==> src/rtl/i2c_handler_pkg.sv <==
// Shared opcodes and FSM state encoding for the I2C register-bank command handler.
package i2c_handler_pkg;
  localparam logic [7:0] CMD_SET_ADDR = 8'h14;
  localparam logic [7:0] CMD_WRITE    = 8'h15;
  localparam logic [7:0] CMD_READ     = 8'h16;

  typedef enum logic [2:0] {
    IDLE,
    CAPTURE,
    EXEC_ADDR,
    COMMIT,
    UPLOAD,
    FINISH
  } state_t;
endpackage

==> src/rtl/i2c_handler_regfile.sv <==
// Byte register bank with a priority handler write port, an I2C-core write port,
// a combinational core read port and a flattened view of all registers.
module i2c_handler_regfile #(
  parameter int NUM_REGS = 4
) (
  input  logic                  clk,
  input  logic                  rst_n,
  input  logic                  hw_en,
  input  logic [$clog2(NUM_REGS)-1:0] hw_addr,
  input  logic [7:0]            hw_data,
  input  logic                  core_wr_en,
  input  logic [7:0]            core_addr,
  input  logic [7:0]            core_wdata,
  output logic [7:0]            core_rdata,
  output logic [8*NUM_REGS-1:0] reg_flat
);
  localparam int         REG_AW = $clog2(NUM_REGS);
  localparam logic [8:0] NREGS9 = 9'(NUM_REGS);

  logic [NUM_REGS-1:0][7:0] regs;

  // Handler port wins a same-register collision; core addresses past the bank never match.
  always_ff @(posedge clk or negedge rst_n) begin
    if (!rst_n) begin
      regs <= '0;
    end else begin
      for (int i = 0; i < NUM_REGS; i++) begin
        if (hw_en && hw_addr == REG_AW'(i))
          regs[i] <= hw_data;
        else if (core_wr_en && core_addr == 8'(i))
          regs[i] <= core_wdata;
      end
    end
  end

  assign core_rdata = ({1'b0, core_addr} < NREGS9) ? regs[core_addr[REG_AW-1:0]] : 8'h00;
  assign reg_flat   = regs;
endmodule

==> src/rtl/i2c_slave_regbank_handler.sv <==
// CDC-command handler for the I2C slave register bank: set-address, bulk write and,
// when I2C_HANDLER_UPLOAD_EN is defined, snapshot read-back over the upload bus.
module i2c_slave_regbank_handler
  import i2c_handler_pkg::*;
#(
  parameter int         NUM_REGS           = 4,
  parameter logic [6:0] DEFAULT_SLAVE_ADDR = 7'h24,
  parameter logic [7:0] UPLOAD_SOURCE      = 8'h07
) (
  input  logic                  clk,
  input  logic                  rst_n,
  input  logic [7:0]            cmd_type,
  input  logic [15:0]           cmd_length,
  input  logic [7:0]            cmd_data,
  input  logic [15:0]           cmd_data_index,
  input  logic                  cmd_start,
  input  logic                  cmd_data_valid,
  input  logic                  cmd_done,
  output logic                  cmd_ready,
  output logic                  upload_active,
  output logic                  upload_req,
  output logic [7:0]            upload_data,
  output logic [7:0]            upload_source,
  output logic                  upload_valid,
  input  logic                  upload_ready,
  output logic [6:0]            slave_addr,
  input  logic [7:0]            core_addr,
  input  logic [7:0]            core_wdata,
  input  logic                  core_wr_en,
  output logic [7:0]            core_rdata,
  output logic [8*NUM_REGS-1:0] reg_flat
);
  localparam int          REG_AW  = $clog2(NUM_REGS);
  localparam int          CW      = REG_AW + 1;
  localparam logic [8:0]  NREGS9  = 9'(NUM_REGS);
  localparam logic [15:0] NREGS16 = 16'(NUM_REGS);

  state_t                   state, state_nxt;
  logic [7:0]               start_reg, start_eff;
  logic [NUM_REGS-1:0][7:0] wbuf;
  logic [REG_AW-1:0]        wb_idx, ptr;
  logic [CW-1:0]            wlen, widx;
  logic [15:0]              len_m1, wlen_calc;
  logic                     start_ok, cap_data;

  function automatic logic [REG_AW-1:0] inc_wrap(input logic [REG_AW-1:0] a);
    return (a == REG_AW'(NUM_REGS - 1)) ? '0 : a + REG_AW'(1);
  endfunction

  assign cap_data  = (state == CAPTURE) && cmd_data_valid;
  // A payload byte arriving together with cmd_done still takes part in the decode.
  assign start_eff = (cap_data && cmd_data_index == 16'd0) ? cmd_data : start_reg;
  assign start_ok  = {1'b0, start_eff} < NREGS9;
  assign len_m1    = cmd_length - 16'd1;
  assign wlen_calc = (len_m1 > NREGS16) ? NREGS16 : len_m1;
  assign wb_idx    = REG_AW'(cmd_data_index - 16'd1);
  assign cmd_ready = (state == IDLE);
  assign upload_source = UPLOAD_SOURCE;

  i2c_handler_regfile #(.NUM_REGS(NUM_REGS)) u_regfile (
    .clk        (clk),
    .rst_n      (rst_n),
    .hw_en      (state == COMMIT),
    .hw_addr    (ptr),
    .hw_data    (wbuf[widx[REG_AW-1:0]]),
    .core_wr_en (core_wr_en),
    .core_addr  (core_addr),
    .core_wdata (core_wdata),
    .core_rdata (core_rdata),
    .reg_flat   (reg_flat)
  );

`ifdef I2C_HANDLER_UPLOAD_EN
  logic [NUM_REGS-1:0][7:0] snap;
  logic [REG_AW-1:0]        rd;
  logic [7:0]               count, count_eff, n_left;

  assign count_eff = (cap_data && cmd_data_index == 16'd1) ? cmd_data : count;

  // Snapshot decouples the streamed bytes from core writes during the upload.
  always_ff @(posedge clk or negedge rst_n) begin
    if (!rst_n) begin
      snap   <= '0;
      rd     <= '0;
      n_left <= '0;
      count  <= '0;
    end else begin
      if (cap_data && cmd_data_index == 16'd1) count <= cmd_data;
      if (state == CAPTURE && state_nxt == UPLOAD) begin
        snap   <= reg_flat;
        rd     <= start_eff[REG_AW-1:0];
        n_left <= count_eff;
      end else if (upload_valid) begin
        rd     <= inc_wrap(rd);
        n_left <= n_left - 8'd1;
      end
    end
  end

  assign upload_active = (state == UPLOAD);
  assign upload_req    = (state == UPLOAD);
  assign upload_valid  = upload_req & upload_ready;
  assign upload_data   = upload_req ? snap[rd] : 8'h00;
`else
  logic unused_upload_ready;
  assign unused_upload_ready = upload_ready;
  assign upload_active = 1'b0;
  assign upload_req    = 1'b0;
  assign upload_valid  = 1'b0;
  assign upload_data   = 8'h00;
`endif

  always_ff @(posedge clk or negedge rst_n) begin
    if (!rst_n) state <= IDLE;
    else        state <= state_nxt;
  end

  always_comb begin
    state_nxt = state;
    case (state)
      IDLE:    if (cmd_start) state_nxt = CAPTURE;
      CAPTURE: if (cmd_done) begin
        state_nxt = FINISH;
        if (cmd_length != 16'd0) begin
          case (cmd_type)
            CMD_SET_ADDR: state_nxt = EXEC_ADDR;
            CMD_WRITE:    if (start_ok && wlen_calc != 16'd0) state_nxt = COMMIT;
`ifdef I2C_HANDLER_UPLOAD_EN
            CMD_READ:     if (start_ok && count_eff != 8'd0) state_nxt = UPLOAD;
`endif
            default:      state_nxt = FINISH;
          endcase
        end
      end
      EXEC_ADDR: state_nxt = FINISH;
      COMMIT:    if (widx + CW'(1) == wlen) state_nxt = FINISH;
`ifdef I2C_HANDLER_UPLOAD_EN
      UPLOAD:    if (upload_valid && n_left == 8'd1) state_nxt = FINISH;
`endif
      FINISH:    state_nxt = IDLE;
      default:   state_nxt = IDLE;
    endcase
  end

  always_ff @(posedge clk or negedge rst_n) begin
    if (!rst_n) begin
      start_reg  <= '0;
      wbuf       <= '0;
      wlen       <= '0;
      widx       <= '0;
      ptr        <= '0;
      slave_addr <= DEFAULT_SLAVE_ADDR;
    end else begin
      if (cap_data) begin
        if (cmd_data_index == 16'd0) start_reg <= cmd_data;
        if (cmd_data_index != 16'd0 && cmd_data_index <= NREGS16) wbuf[wb_idx] <= cmd_data;
      end
      if (state == CAPTURE && cmd_done) begin
        wlen <= CW'(wlen_calc);
        widx <= '0;
        ptr  <= start_eff[REG_AW-1:0];
      end
      if (state == EXEC_ADDR) slave_addr <= start_reg[6:0];
      if (state == COMMIT) begin
        widx <= widx + CW'(1);
        ptr  <= inc_wrap(ptr);
      end
    end
  end
endmodule
==> config.mk <==
export PLATFORM = sky130hd
export DESIGN_NAME = i2c_slave_regbank_handler
export DESIGN_NICKNAME = d
export VERILOG_FILES = /design/src/rtl/i2c_handler_pkg.sv /design/src/rtl/i2c_handler_regfile.sv /design/src/rtl/i2c_slave_regbank_handler.sv
export SDC_FILE = /design/constraint.sdc
export NUM_CORES = 1
export LEC_CHECK = 0
export CORE_UTILIZATION = 49
export CTS_CLUSTER_SIZE = 8
export DETAILED_ROUTE_END_ITERATION = 8
export PLACE_DENSITY = 0.81
export SETUP_SLACK_MARGIN = 0.3
export SYNTH_ARGS = -nofsm -noshare
export SYNTH_HDL_FRONTEND = slang
export SYNTH_SLANG_ARGS = --single-unit
==> constraint.sdc <==
create_clock -name clk -period 3 [get_ports clk]
set_clock_uncertainty 0.15 [all_clocks]
set_input_delay 0.45 -clock clk [delete_from_list [all_inputs] [get_ports clk]]
set_output_delay 0.45 -clock clk [all_outputs]
set_load 0.05 [all_outputs]
==> metrics.md, run 1 <==
| Metric | Value |
|---|---|
| Synth Register Bits | `90` |
| Final nets | `646` |
| Design Area, Final | `between 0.006 and 0.007 mm^2` |
| Largest family of logic cells by synthesized area | `multiplexers` |
| Routed met2 length | `around 5.6 mm` |
| H-tree Lvls | `3` |
| Most frequent cell after synthesis | `dfrtp_1` |
| Final WL | `roughly 12 mm` |
| GRT Overall Usage | `a little under a quarter` |
| Pre-CTS setup slack | `-0.00524 ns` |
| Post-synth top area share | `roughly 44%` |
| Peak supply drop | `0.000275 V` |
| Adder-Cell Fraction of Synth Area | `under 10%` |
| Compound-Gate Fraction of Synth Area | `8.40%` |
| Crit path largest cell delay | `~0.59 ns` |
| Final TNS setup | `0 ns` |
| Met3 Wirelength | `around 800 um` |
| Initial antenna violation count | `0` |
| DR WL/cell | `approximately 16 um` |
| Post-Synth XOR/XNOR Area | `less than 1%` |
| TritonCTS buffer count | `9` |
| Die footprint | `roughly 0.011 mm^2` |
| Antenna viol nets, final | `0` |
| Worst reg2reg setup slack | `0.64 ns` |
| Die Span X | `slightly above 100 um` |
| RSZ-0062 raised after global routing | `false` |
| Syn Std Cell Area | `~0.005 mm^2` |
| Synth Instances | `roughly 440` |
| Synth area leaders | `dfrtp_1 (44%), mux2_2 (11%), mux4_2 (7.2%)` |
| Crit-path cells | `clkdlybuf4s50_1 > or4_4 > nor4_2 > a311oi_2 > or4_4 > o22a_1` |
| Pwr Density | `450 mW/mm^2` |
| Initial core utilization | `50.8%` |
| Unique masters post-synth | `between 50 and 60` |
| Worst Setup Start Kind | `input pin` |
| Achievable Freq | `between 0.3 and 0.4 GHz` |
| Req. time, crit path | `3.10 ns` |
| Endpoint class of the critical path | `flip-flop` |
| Final Critical Period | `approximately 2.6 ns` |
| Die height | `a little over 100 um` |
| Layout area overhead | `32.0%` |
| Part of the Yosys area used for sequential elements | `between 40% and 50%` |
| Initial DRC count | `between 100 and 150` |
| Hold Path Class | `input pin to async pin` |
| Max stage delay cell, worst path | `or4_4` |
| I/O pins | `around 140` |
| Largest net degree at the start of global routing | `90` |
| Worst r2r dst | `ptr[0]$_DFFE_PN0P_` |
| PnR worst setup slack | `about 0.40 ns` |
| Critical path class | `input pin to flip-flop` |
| Tcrit/Tclk final | `86.7%` |
| Run status | `finished clean` |
| Dpl hpwl | `roughly 8.7 mm` |
| Max clock buf depth | `2` |
| Final Max Tran Viols | `0` |
| Worst reg2reg path startpoint | `state[0]$_DFFE_PN0P_` |
| Grt total ovfl | `0` |
| Final core occ | `roughly two thirds` |
| MaxCap Viol Count | `0` |
| Multiplexer share of the synthesized area | `between 20% and 30%` |
| Detailed-route via count | `around 3900` |
| Final Setup Violations | `0` |
| RePlAce Congestion | `0.863` |
| LEAKAGE | `approximately 2.8 nW` |
| Diodes inserted | `0` |
| Core footprint | `just under 0.01 mm^2` |
| Critical path peak fanout | `5` |
| Yosys warnings | `0` |
| Hold Fails Final Rpt | `0` |
| Most frequent cells after synthesis | `dfrtp_1 (88), nor2_1 (49), mux2_2 (47), a21oi_1 (35), mux2i_1 (32)` |
| Max_slew headroom | `26.4%` |
| Clk Latency, worst-skew pair | `about 0.35 ns` |
| Mean Syn Cell Area | `11.4 um^2` |
| Worst path most repeated cell | `or4_4` |
| Placed instance area | `0.00632 mm^2` |
| Synth area leader | `dfrtp_1` |
| Buffers added on ports | `117` |
| Max layer used | `met4` |
| Ys async rst share | `100%` |
| Vias in the first global route | `3909` |
| R2R depth | `5` |
| Reg clk slew, reported paths | `roughly 0.10 ns` |
| Share of cells above drive strength 1 | `between 20 and 25%` |
| Post-synthesis simple-gate area fraction | `14.3%` |
| Least-Margin Pin Slew | `~1.1 ns` |
| Predominant post-synthesis flop cell | `dfrtp_1` |
| Setup repair bufs after CTS | `0` |
| Post-route met1 wirelength | `5.06 mm` |
| TritonRoute pass-1 iters | `5` |
| Routed vias/inst | `between 5 and 6` |
| CTS tree | `yes` |
| Global-route wire length before repair | `18.7 mm` |
| CTS sink cnt | `90` |
| CTS Root Cell | `clkbuf_8` |
| Critical path arrival | `around 2.7 ns` |
| Residual DRC | `0` |
| Rows | `36` |
| Post-synth EDFFs | `0` |
[per-layer routing]
metal,global-route usage (%),up-vias
li1,-,1828
met1,29.4,1913
met4,5.63,0
met3,5.36,14
met2,40.6,165
met5,0,-
[what timing repair did]
action                                  4_1_cts  5_1_grt
gates resized for setup                       0        7
endpoints found under the setup margin        0        8
hold buffers                                  0        0
[placed cells by master, fill, tap and decap left out, drive strengths merged, types with 3 or more instances in the layout]
cell	n
nand3	3
inv	11
or4b	3
nor2	49
conb	19
clkbuf	11
a21oi	35
buf	30
o21ai	8
nand4b	3
mux4	16
nand2	12
dfrtp	88
ha	7
or2	3
clkdlybuf4s50	106
and3	3
mux2i	32
nor3	6
and2	9
or4	8
bufinv	3
a211oi	3
xnor2	3
nor4	11
mux2	47
nor4b	4
[final cells by class]
class                           instances  area [um^2]
Fill cell                             766         3240
Multi-Input combinational cell        319         2570
Sequential cell                        90         2250
Timing Repair Buffer                  138         1320
Tap cell                              133          166
Clock buffer                           11          131
Clock inverter                          5          104
Inverter                               10         37.5
[worst max-delay path, delay by kind of cell]
family / cells / cell delay [ns]
compound gates: 2 / 0.35
buf+inv: 1 / 0.42
simple gates: 3 / 1.48
[cell families after synthesis]
family	Yosys count
flip-flops	90
AO/OA/AOI/OAI	68
buffers and inverters	47
other	2
multiplexers	95
adder cells (fa/ha/maj)	7
AND/OR/NAND/NOR	125
XOR/XNOR	5
[report_power, final]
group          internal [mW]  total [mW]  switching, mW  leakage [nW]
Combinational          0.261       0.657          0.396          1.62
Clock                  0.556       0.982          0.426         0.118
Sequential              1.27        1.33         0.0580          1.08
[through the flow]
| step | instances | hold slack, ns | power, mW |
|---|---|---|---|
| after global routing | 706 | 0.231 | 3.09 |
| final | 706 | 0.136 | 2.96 |
| after CTS | 706 | 0.169 | 2.98 |
| after floorplan | 456 | 0.00441 | 1.74 |
| after global placement | 690 | 0.332 | 1.98 |
| after detailed placement | 690 | 0.340 | 2.00 |
[how the worst max path moves through the flow]
stage / startpoint / to / slack, ns
2_1_floorplan: cmd_length[0] / wlen[2]$_DFFE_PN0P_ / 0.49
3_3_place_gp: cmd_length[5] / state[2]$_DFFE_PN0P_ / -0.02
3_5_place_dp: cmd_length[5] / state[2]$_DFFE_PN0P_ / -0.005
4_1_cts: core_addr[1] / core_rdata[0] / 0.33
5_1_grt: cmd_length[3] / wlen[2]$_DFFE_PN0P_ / 0.32
6_report: cmd_length[5] / wlen[2]$_DFFE_PN0P_ / 0.40
(Power assumes the default switching activity.)
==> run 2, diff against run 1 <==
--- a/config.mk
+++ b/config.mk
@@ -10,6 +10,7 @@
 export DETAILED_ROUTE_END_ITERATION = 8
 export PLACE_DENSITY = 0.81
 export SETUP_SLACK_MARGIN = 0.3
+export SKIP_LAST_GASP = 1
 export SYNTH_ARGS = -nofsm -noshare
 export SYNTH_HDL_FRONTEND = slang
 export SYNTH_SLANG_ARGS = --single-unit
==> results of run 2 <==
Final layout, timing and power as in run 1 (identical DEF).
